`config.mk`:
```
export PLATFORM = sky130hd
export DESIGN_NAME = ir_err_calc
export DESIGN_NICKNAME = d
export VERILOG_FILES = /design/src/rtl/ir_err_calc.sv
export SDC_FILE = /design/constraint.sdc
export NUM_CORES = 1
export LEC_CHECK = 0
export CAP_MARGIN = 20
export CORE_MARGIN = 2
export CORE_UTILIZATION = 53
export CTS_BUF_LIST = sky130_fd_sc_hd__clkbuf_16
export DETAILED_ROUTE_END_ITERATION = 6
export GPL_ROUTABILITY_DRIVEN = 1
export HOLD_SLACK_MARGIN = 0.02
export PLACE_DENSITY = 0.84
export SETUP_SLACK_MARGIN = 0.02
export SLEW_MARGIN = 20
export SYNTH_ARGS = -nofsm -noshare
export SYNTH_HDL_FRONTEND = slang
export SYNTH_SLANG_ARGS = --single-unit
export TNS_END_PERCENT = 10
```
`constraint.sdc`:
```
create_clock -name clk -period 4.79 [get_ports clk]
set_input_delay 1.1975 -clock clk [delete_from_list [all_inputs] [get_ports clk]]
set_output_delay 1.1975 -clock clk [all_outputs]
set_load 0.1 [all_outputs]
```
`src/rtl/ir_err_calc.sv`:
```
// ir_err_calc: IR line-sensor scan sequencer.
// Settles emitters, runs 8 A2D conversions, weights them into a saturated error.
module ir_err_calc #(
  parameter int SETTLE_CYC = 4096,
  parameter int PERIOD_CYC = 65536
) (
  input  logic        clk,
  input  logic        rst_n,
  input  logic        go,
  input  logic        cnv_cmplt,
  input  logic [11:0] res,
  output logic        IR_en,
  output logic [2:0]  chnnl,
  output logic        strt_cnv,
  output logic [15:0] error,
  output logic        err_vld
);

  localparam int MAXC = (SETTLE_CYC > PERIOD_CYC) ?
                        SETTLE_CYC : PERIOD_CYC;
  localparam int CW = $clog2(MAXC) + 1;
  localparam logic [CW-1:0] SET_LAST = CW'(SETTLE_CYC - 1);
  localparam logic [CW-1:0] PER_LAST = CW'(PERIOD_CYC - 1);

  typedef enum logic [2:0] {
    IDLE, SETTLE, CNV, WAIT, PERIOD
  } state_t;

  state_t             state_q, state_d;
  logic [CW-1:0]      cnt_q, cnt_d;
  logic [2:0]         idx_q, idx_d;
  logic signed [16:0] acc_q, acc_d;
  logic [2:0]         chnnl_q, chnnl_d;
  logic               strt_q, strt_d;
  logic               ir_q, ir_d;
  logic [15:0]        err_q, err_d;
  logic               vld_q, vld_d;

  logic [16:0]        mag;
  logic signed [16:0] term;
  logic signed [16:0] sum;
  logic [15:0]        sat;

  // conversion order: index -> A2D channel
  function automatic logic [2:0] ch_of(input logic [2:0] i);
    logic [2:0] c;
    unique case (i)
      3'd0: c = 3'd1;
      3'd1: c = 3'd0;
      3'd2: c = 3'd4;
      3'd3: c = 3'd2;
      3'd4: c = 3'd3;
      3'd5: c = 3'd7;
      3'd6: c = 3'd6;
      default: c = 3'd5;
    endcase
    return c;
  endfunction

  // odd indices subtract; weight doubles every pair of indices
  always_comb begin
    mag  = 17'(res) << idx_q[2:1];
    term = idx_q[0] ? -$signed(mag) : $signed(mag);
    sum  = acc_q + term;
    if (sum > 17'sd32767)
      sat = 16'h7FFF;
    else if (sum < -17'sd32768)
      sat = 16'h8000;
    else
      sat = sum[15:0];
  end

  // next-state and registered-output decode
  always_comb begin
    state_d = state_q;
    cnt_d   = cnt_q;
    idx_d   = idx_q;
    acc_d   = acc_q;
    chnnl_d = chnnl_q;
    strt_d  = 1'b0;
    ir_d    = ir_q;
    err_d   = err_q;
    vld_d   = 1'b0;
    if (state_q != IDLE && !go) begin
      state_d = IDLE;
      ir_d    = 1'b0;
      cnt_d   = '0;
      idx_d   = '0;
    end else begin
      unique case (state_q)
        IDLE: begin
          if (go) begin
            state_d = SETTLE;
            ir_d    = 1'b1;
            cnt_d   = '0;
            idx_d   = '0;
            acc_d   = '0;
            chnnl_d = ch_of(3'd0);
          end
        end
        SETTLE: begin
          if (cnt_q == SET_LAST) begin
            state_d = CNV;
            cnt_d   = '0;
          end else begin
            cnt_d = cnt_q + 1'b1;
          end
        end
        CNV: begin
          state_d = WAIT;
          strt_d  = 1'b1;
        end
        WAIT: begin
          if (cnv_cmplt) begin
            acc_d = sum;
            if (idx_q == 3'd7) begin
              state_d = PERIOD;
              err_d   = sat;
              vld_d   = 1'b1;
              ir_d    = 1'b0;
              cnt_d   = '0;
              idx_d   = '0;
            end else begin
              state_d = CNV;
              idx_d   = idx_q + 3'd1;
              chnnl_d = ch_of(idx_q + 3'd1);
            end
          end
        end
        PERIOD: begin
          if (cnt_q == PER_LAST) begin
            state_d = SETTLE;
            ir_d    = 1'b1;
            cnt_d   = '0;
            acc_d   = '0;
            chnnl_d = ch_of(3'd0);
          end else begin
            cnt_d = cnt_q + 1'b1;
          end
        end
        default: state_d = IDLE;
      endcase
    end
  end

  // state and output registers
  always_ff @(posedge clk or negedge rst_n) begin
    if (!rst_n) begin
      state_q <= IDLE;
      cnt_q   <= '0;
      idx_q   <= '0;
      acc_q   <= '0;
      chnnl_q <= '0;
      strt_q  <= 1'b0;
      ir_q    <= 1'b0;
      err_q   <= '0;
      vld_q   <= 1'b0;
    end else begin
      state_q <= state_d;
      cnt_q   <= cnt_d;
      idx_q   <= idx_d;
      acc_q   <= acc_d;
      chnnl_q <= chnnl_d;
      strt_q  <= strt_d;
      ir_q    <= ir_d;
      err_q   <= err_d;
      vld_q   <= vld_d;
    end
  end

  assign IR_en    = ir_q;
  assign chnnl    = chnnl_q;
  assign strt_cnv = strt_q;
  assign error    = err_q;
  assign err_vld  = vld_q;

endmodule
```
=== Word-level counts from Yosys, hierarchy flattened ===
Index checks and enable logic that the tools add are counted.

* Add/sub/neg operators: 4
* Multipliers: 0
* Divide/modulo/power cells: 0
* Order comparisons: 2
* Eq/ne operators: 22
* Shift operators: 1
* Multiplexer cells: 41
* Bitwise logic cells: 1
* Reductions and logical operators: 16

{| class="wikitable"
|+ Operators with widths
! operator !! count
|-
| two-way mux 17 bit || 9
|-
| case mux 17 bit (4 select lines) || 1
|-
| case mux 17 bit (3 select lines) || 1
|-
| two-way mux 3 bit || 12
|-
| two-way mux 16 bit || 2
|-
| case mux 3 bit (7 select lines) || 1
|-
| adder 17 x 1 -> 17 bit (second input constant) || 1
|-
| adder 17 bit || 1
|-
| == test 17 x 12 -> 1 bit (second input constant) || 1
|-
| == test 17 x 16 -> 1 bit (second input constant) || 1
|-
| greater-than comparator 17 x 16 -> 1 bit (second input constant) || 1
|-
| < comparator 17 x 16 -> 1 bit (second input constant) || 1
|-
| negation 17 bit || 1
|-
| << shifter 12 x 2 -> 17 bit || 1
|-
| == test 3 bit (second input constant) || 5
|-
| inequality test 3 bit (second input constant) || 5
|-
| case mux 3 bit (5 select lines) || 1
|-
| == test 3 x 2 -> 1 bit (second input constant) || 4
|-
| AND reduction 4 bit || 3
|-
| two-way mux 1 bit || 11
|-
| AND reduction 5 bit || 2
|-
| case mux 3 bit (3 select lines) || 1
|-
| nonzero test 3 bit || 3
|-
| inequality test 2 bit (second input constant) || 4
|-
| 12 further kinds || 14
|}

* Bits in registers: 62
* Bits in latches: 0
* Bits in writable memories: 0
* Memory bits (read-only): 0
* Input port bits: 16
* Output and inout port bits: 22
* Logic and storage cells: 96
* Memories kept: 0

=== Logic depth before layout (Yosys ltp) ===
* Word-level depth: 7
* Depth in mapped cells: 20
* Mapped depth without buffers: 16

=== Worst setup path after synthesis ===
No wires, ideal clock.

* Path kind: input -> register
* Start: in res[0]
* End: reg err_q[2], in the netlist error[2]
* Setup time: 0.076 ns
* Data arrival time: 4.636 ns
* Required time: 4.714 ns
* Setup slack: 0.077 ns
* Cell stages on the path: 16
* Buffers on the path: 1
* Cell sequence: mux2_2 nand2_1 ha_1 o211ai_1 a211o_1 o21ai_0 xnor2_1 ha_1 a21o_1 a21o_1 a21oi_1 mux2_2 nor3_1 clkbuf_1 a21oi_1 o21ai_1

* Longest elaborated chain between the ends: 7
* Elaborated cells on any way between the ends: 8
* Classes of those cells: add/sub (2); order compare (2); shift (1); mux (3)

{| class="wikitable"
|+ Ends and longest elaborated chain
! element !! line !! RTL
|-
| start: declaration || 11 || <nowiki>input logic [11:0] res,</nowiki>
|-
| << shifter 12 x 2 -> 17 bit (*) || 62 || <nowiki>mag = 17'(res) << idx_q[2:1];</nowiki>
|-
| negation 17 bit || 63 || <nowiki>term = idx_q[0] ? -$signed(mag) : $signed(mag);</nowiki>
|-
| two-way mux 17 bit (*) || 63 ||
|-
| adder 17 bit (*) || 64 || <nowiki>sum = acc_q + term;</nowiki>
|-
| < comparator 17 x 16 -> 1 bit || 67 || <nowiki>else if (sum < -17'sd32768)</nowiki>
|-
| two-way mux 16 bit || 67 ||
|-
| two-way mux 16 bit (*) || 65 || <nowiki>if (sum > 17'sd32767)</nowiki>
|-
| end signal: assignment || 166 || <nowiki>err_q <= err_d;</nowiki>
|-
| end: declaration || 36 || <nowiki>logic [15:0] err_q, err_d;</nowiki>
|}

Mark *: on every way between the ends. The rest lies on a longest branch, timed or not.
A chain may end at the register's enable or synchronous reset.

=== Worst setup path after layout ===
* Start: in res[4]
* End: reg err_q[0], in the netlist error[0]

The elaborated chain is that of the path after synthesis.

==> results.json <==
{
  "start_util_pct": 54.8,
  "final_area_um2": 5870,
  "syn_area_um2": 4500,
  "grt_pass1_wl_um": 19200,
  "hold_path_depth": 2,
  "syn_nets": 585,
  "critPathMaxFanout": 5,
  "ys_types": 57,
  "required_ns": 5.05,
  "relSlewSlack_pct": 34.8,
  "row_count": 33,
  "hp-class": "flip-flop to flip-flop",
  "gp_congestion": 0.946,
  "die_w_um": 96.2,
  "die_area_um2": 9250,
  "startpoint_type": "input pin",
  "ys_top_cells_by_count": "nand2_1 (81), o21ai_0 (71), dfrtp_1 (62), nor2_1 (30), ha_1 (26)",
  "critPathArrivalTime_ns": 4.92,
  "crit_start": "res[4]",
  "max_cap_violations": 0,
  "synth-seq-area-share_pct": 34.5,
  "synthCells": 542,
  "grt_pass1_vias": 4253,
  "fmax_ghz": 0.215,
  "slew_violations": 0,
  "final-hold-violation-count": 0,
  "synth.top_cells.by_area": "dfrtp_1 (34%), o21ai_0 (7.9%), ha_1 (7.2%)",
  "grtUsageTotal_pct": 26.8,
  "ant_nets": 0,
  "io_buffer_count": 37,
  "worst-r2r-cell-count": 18,
  "synth_seq_cells": 62,
  "layout-drive-gt1-share_pct": 18.9,
  "io_pins": 38,
  "root_buffer": "clkbuf_16",
  "async_reset_ff_share_pct": 100,
  "vias_per_cell": 6.17,
  "dp_hpwl_um": 8520,
  "htreeDepth": 3,
  "synth_area_per_cell_um2": 8.31,
  "fin_crit_sh_pct": 97.3,
  "yosys_warnings": 0,
  "nNetsFinal": 669,
  "diodes": 0,
  "power_density_nw_per_um2": 323,
  "dieHeight_um": 96.2,
  "drtIter0Drc": 364,
  "drc": 0,
  "total_power_mw": 1.89,
  "rr_startpoint": "idx_q[2]$_DFFE_PN0P_",
  "clk_pin_slew_ns": 0.06,
  "synth_edf_count": 0,
  "utilization_pct": 71.4,
  "skew_ns": 0.00651,
  "antenna_found_initial": 0,
  "worstSetupPathType": "input pin to flip-flop",
  "worstSkewPairLatency_ns": 0.34,
  "setup_viol": 0,
  "outcome": "complete, no violations",
  "vias": 4541,
  "firstDrtPassIters": 5,
  "core_um2": 8220,
  "hold_ws_ns": 0.487,
  "synthFlopType": "dfrtp_1",
  "numCtsBuffers": 9,
  "endpoint_kind": "flip-flop",
  "totalWireLength_um": 12900,
  "tritoncts": "built",
  "setup_slack_ns": 0.131,
  "dpl-instance-area_um2": 5300,
  "rrSetupSlack_ns": 0.35,
  "syn2layout_area_growth_pct": 30.3,
  "wl_per_cell_um": 17.5,
  "yosysMostFrequentCell": "nand2_1",
  "clk_path_buf_depth": 2,
  "preCtsSetupSlack_ns": -0.411,
  "yosysTopAreaCell": "dfrtp_1",
  "ir_worst_vdd_mv": 0.372,
  "clock-sinks": 62,
  "min_to": "acc_q[3]$_DFFE_PN0P_",
  "min_from": "acc_q[3]$_DFFE_PN0P_",
  "grt_overflow": 0,
  "grt_max_degree": 50,
  "worstMarginPinSlew_ns": 0.974,
  "synth_top_area_share_pct": 34.5,
  "leakagePower_nw": 2.66,
  "r2r-end": "error[0]$_DFFE_PN0P_",
  "period_needed_ns": 4.66
}
## kinds of logic after synthesis
logic type	share of synthesized area [%]
and+or+nand+nor	19.8
buffers and inverters	4.11
muxes	3.86
AOI/OAI and AO/OA	25.1
DFF	34.5
adders and majority gates	7.67
xor gates and xnor gates	5.06
## worst max path at each step
stage | end | slack [ns] | cells past startpoint
after detailed placement | error[2]$_DFFE_PN0P_ | -0.41 | 20
after global routing | error[0]$_DFFE_PN0P_ | -0.02 | 18
after floorplan | error[2]$_DFFE_PN0P_ | 0.08 | 16
after global placement | error[11]$_DFFE_PN0P_ | -0.21 | 20
final | error[0]$_DFFE_PN0P_ | 0.13 | 17
after CTS | acc_q[14]$_DFFE_PN0P_ | 0.04 | 18
## area by class of cell
type	instances	area, µm²
tap	105	131
fill	583	2350
clock buffer	9	225
inverter	19	71.3
multi-input combinational	436	2910
timing repair buffer	98	888
sequential	62	1550
clock inverter	7	88.8
## repair_timing
action | in CTS | in global routing
endpoints found under the setup margin | 15 | 20
pin swaps | 0 | 18
resized for setup | 1 | 38
hold buffers | 0 | 0
buffers inserted | 0 | 5
cloned | 0 | 3
endpoints found under the hold margin | 0 | 0
## critical path, cell delays in order
cell and delay, ns:
clkdlybuf4s50_1 0.45, nand2b_1 0.12, nand4_1 0.12, and2_1 0.17, or3_4 0.40, nand2_1 0.10, xor2_1 0.16, ha_1 0.26
a21o_1 0.23, o41ai_4 0.38, nand2_1 0.16, a221oi_2 0.29, buf_4 0.17, xor2_4 0.30, clkbuf_16 0.22, a21oi_1 0.07
o21ai_1 0.13
## power by group
part           internal [mW]  switching (mW)  leakage [nW]
logic                  0.241           0.365          1.66
clock network          0.451           0.246         0.149
registers              0.552          0.0375         0.853
total                   1.24           0.649          2.66
## placed cells by master (no fill, tap or decap), types with 7 or more instances in the layout
cell / netlist / layout
nand2_1: 81 / 78
buf_4: 1 / 56
nand3_1: 25 / 25
a21oi_1: 24 / 21
mux2_2: 7 / 7
nor3_1: 12 / 10
and3_1: 10 / 10
a22o_1: 12 / 12
ha_1: 26 / 24
dfrtp_1: 62 / 62
mux2i_1: 8 / 8
clkbuf_16: 0 / 11
a21o_1: 8 / 8
clkdlybuf4s50_1: 0 / 32
inv_1: 19 / 19
nand2b_1: 7 / 7
xor2_1: 11 / 10
o21ai_1: 9 / 13
o21ai_0: 71 / 64
xnor2_1: 15 / 15
nor2_1: 30 / 30
a22oi_1: 7 / 7
## metrics by stage
stage / TNS [ns] / cells
floorplan: 0 / 542
global placement: -3.00 / 712
detailed placement: -6.24 / 712
CTS: 0 / 728
global route: -0.0249 / 736
finish: 0 / 736
## state kept, by name, indices dropped and copies added (netlist names)
| name | flops |
|---|---|
| state_q | 3 |
| acc_q | 17 |
| chnnl | 3 |
| IR_en | 1 |
| error | 16 |
| err_vld | 1 |
| strt_cnv | 1 |
| idx_q | 3 |
| cnt_q | 17 |
## per-layer routing
metal  vias up  track usage (%)  part of all wire, %
met5         -                0                    0
met4         0             11.4                  4.0
met3        50             5.64                  4.8
met2       168             46.8                   51
met1      2203             31.8                   40
li1       2120                -                    -
(Power assumes the default switching activity.)
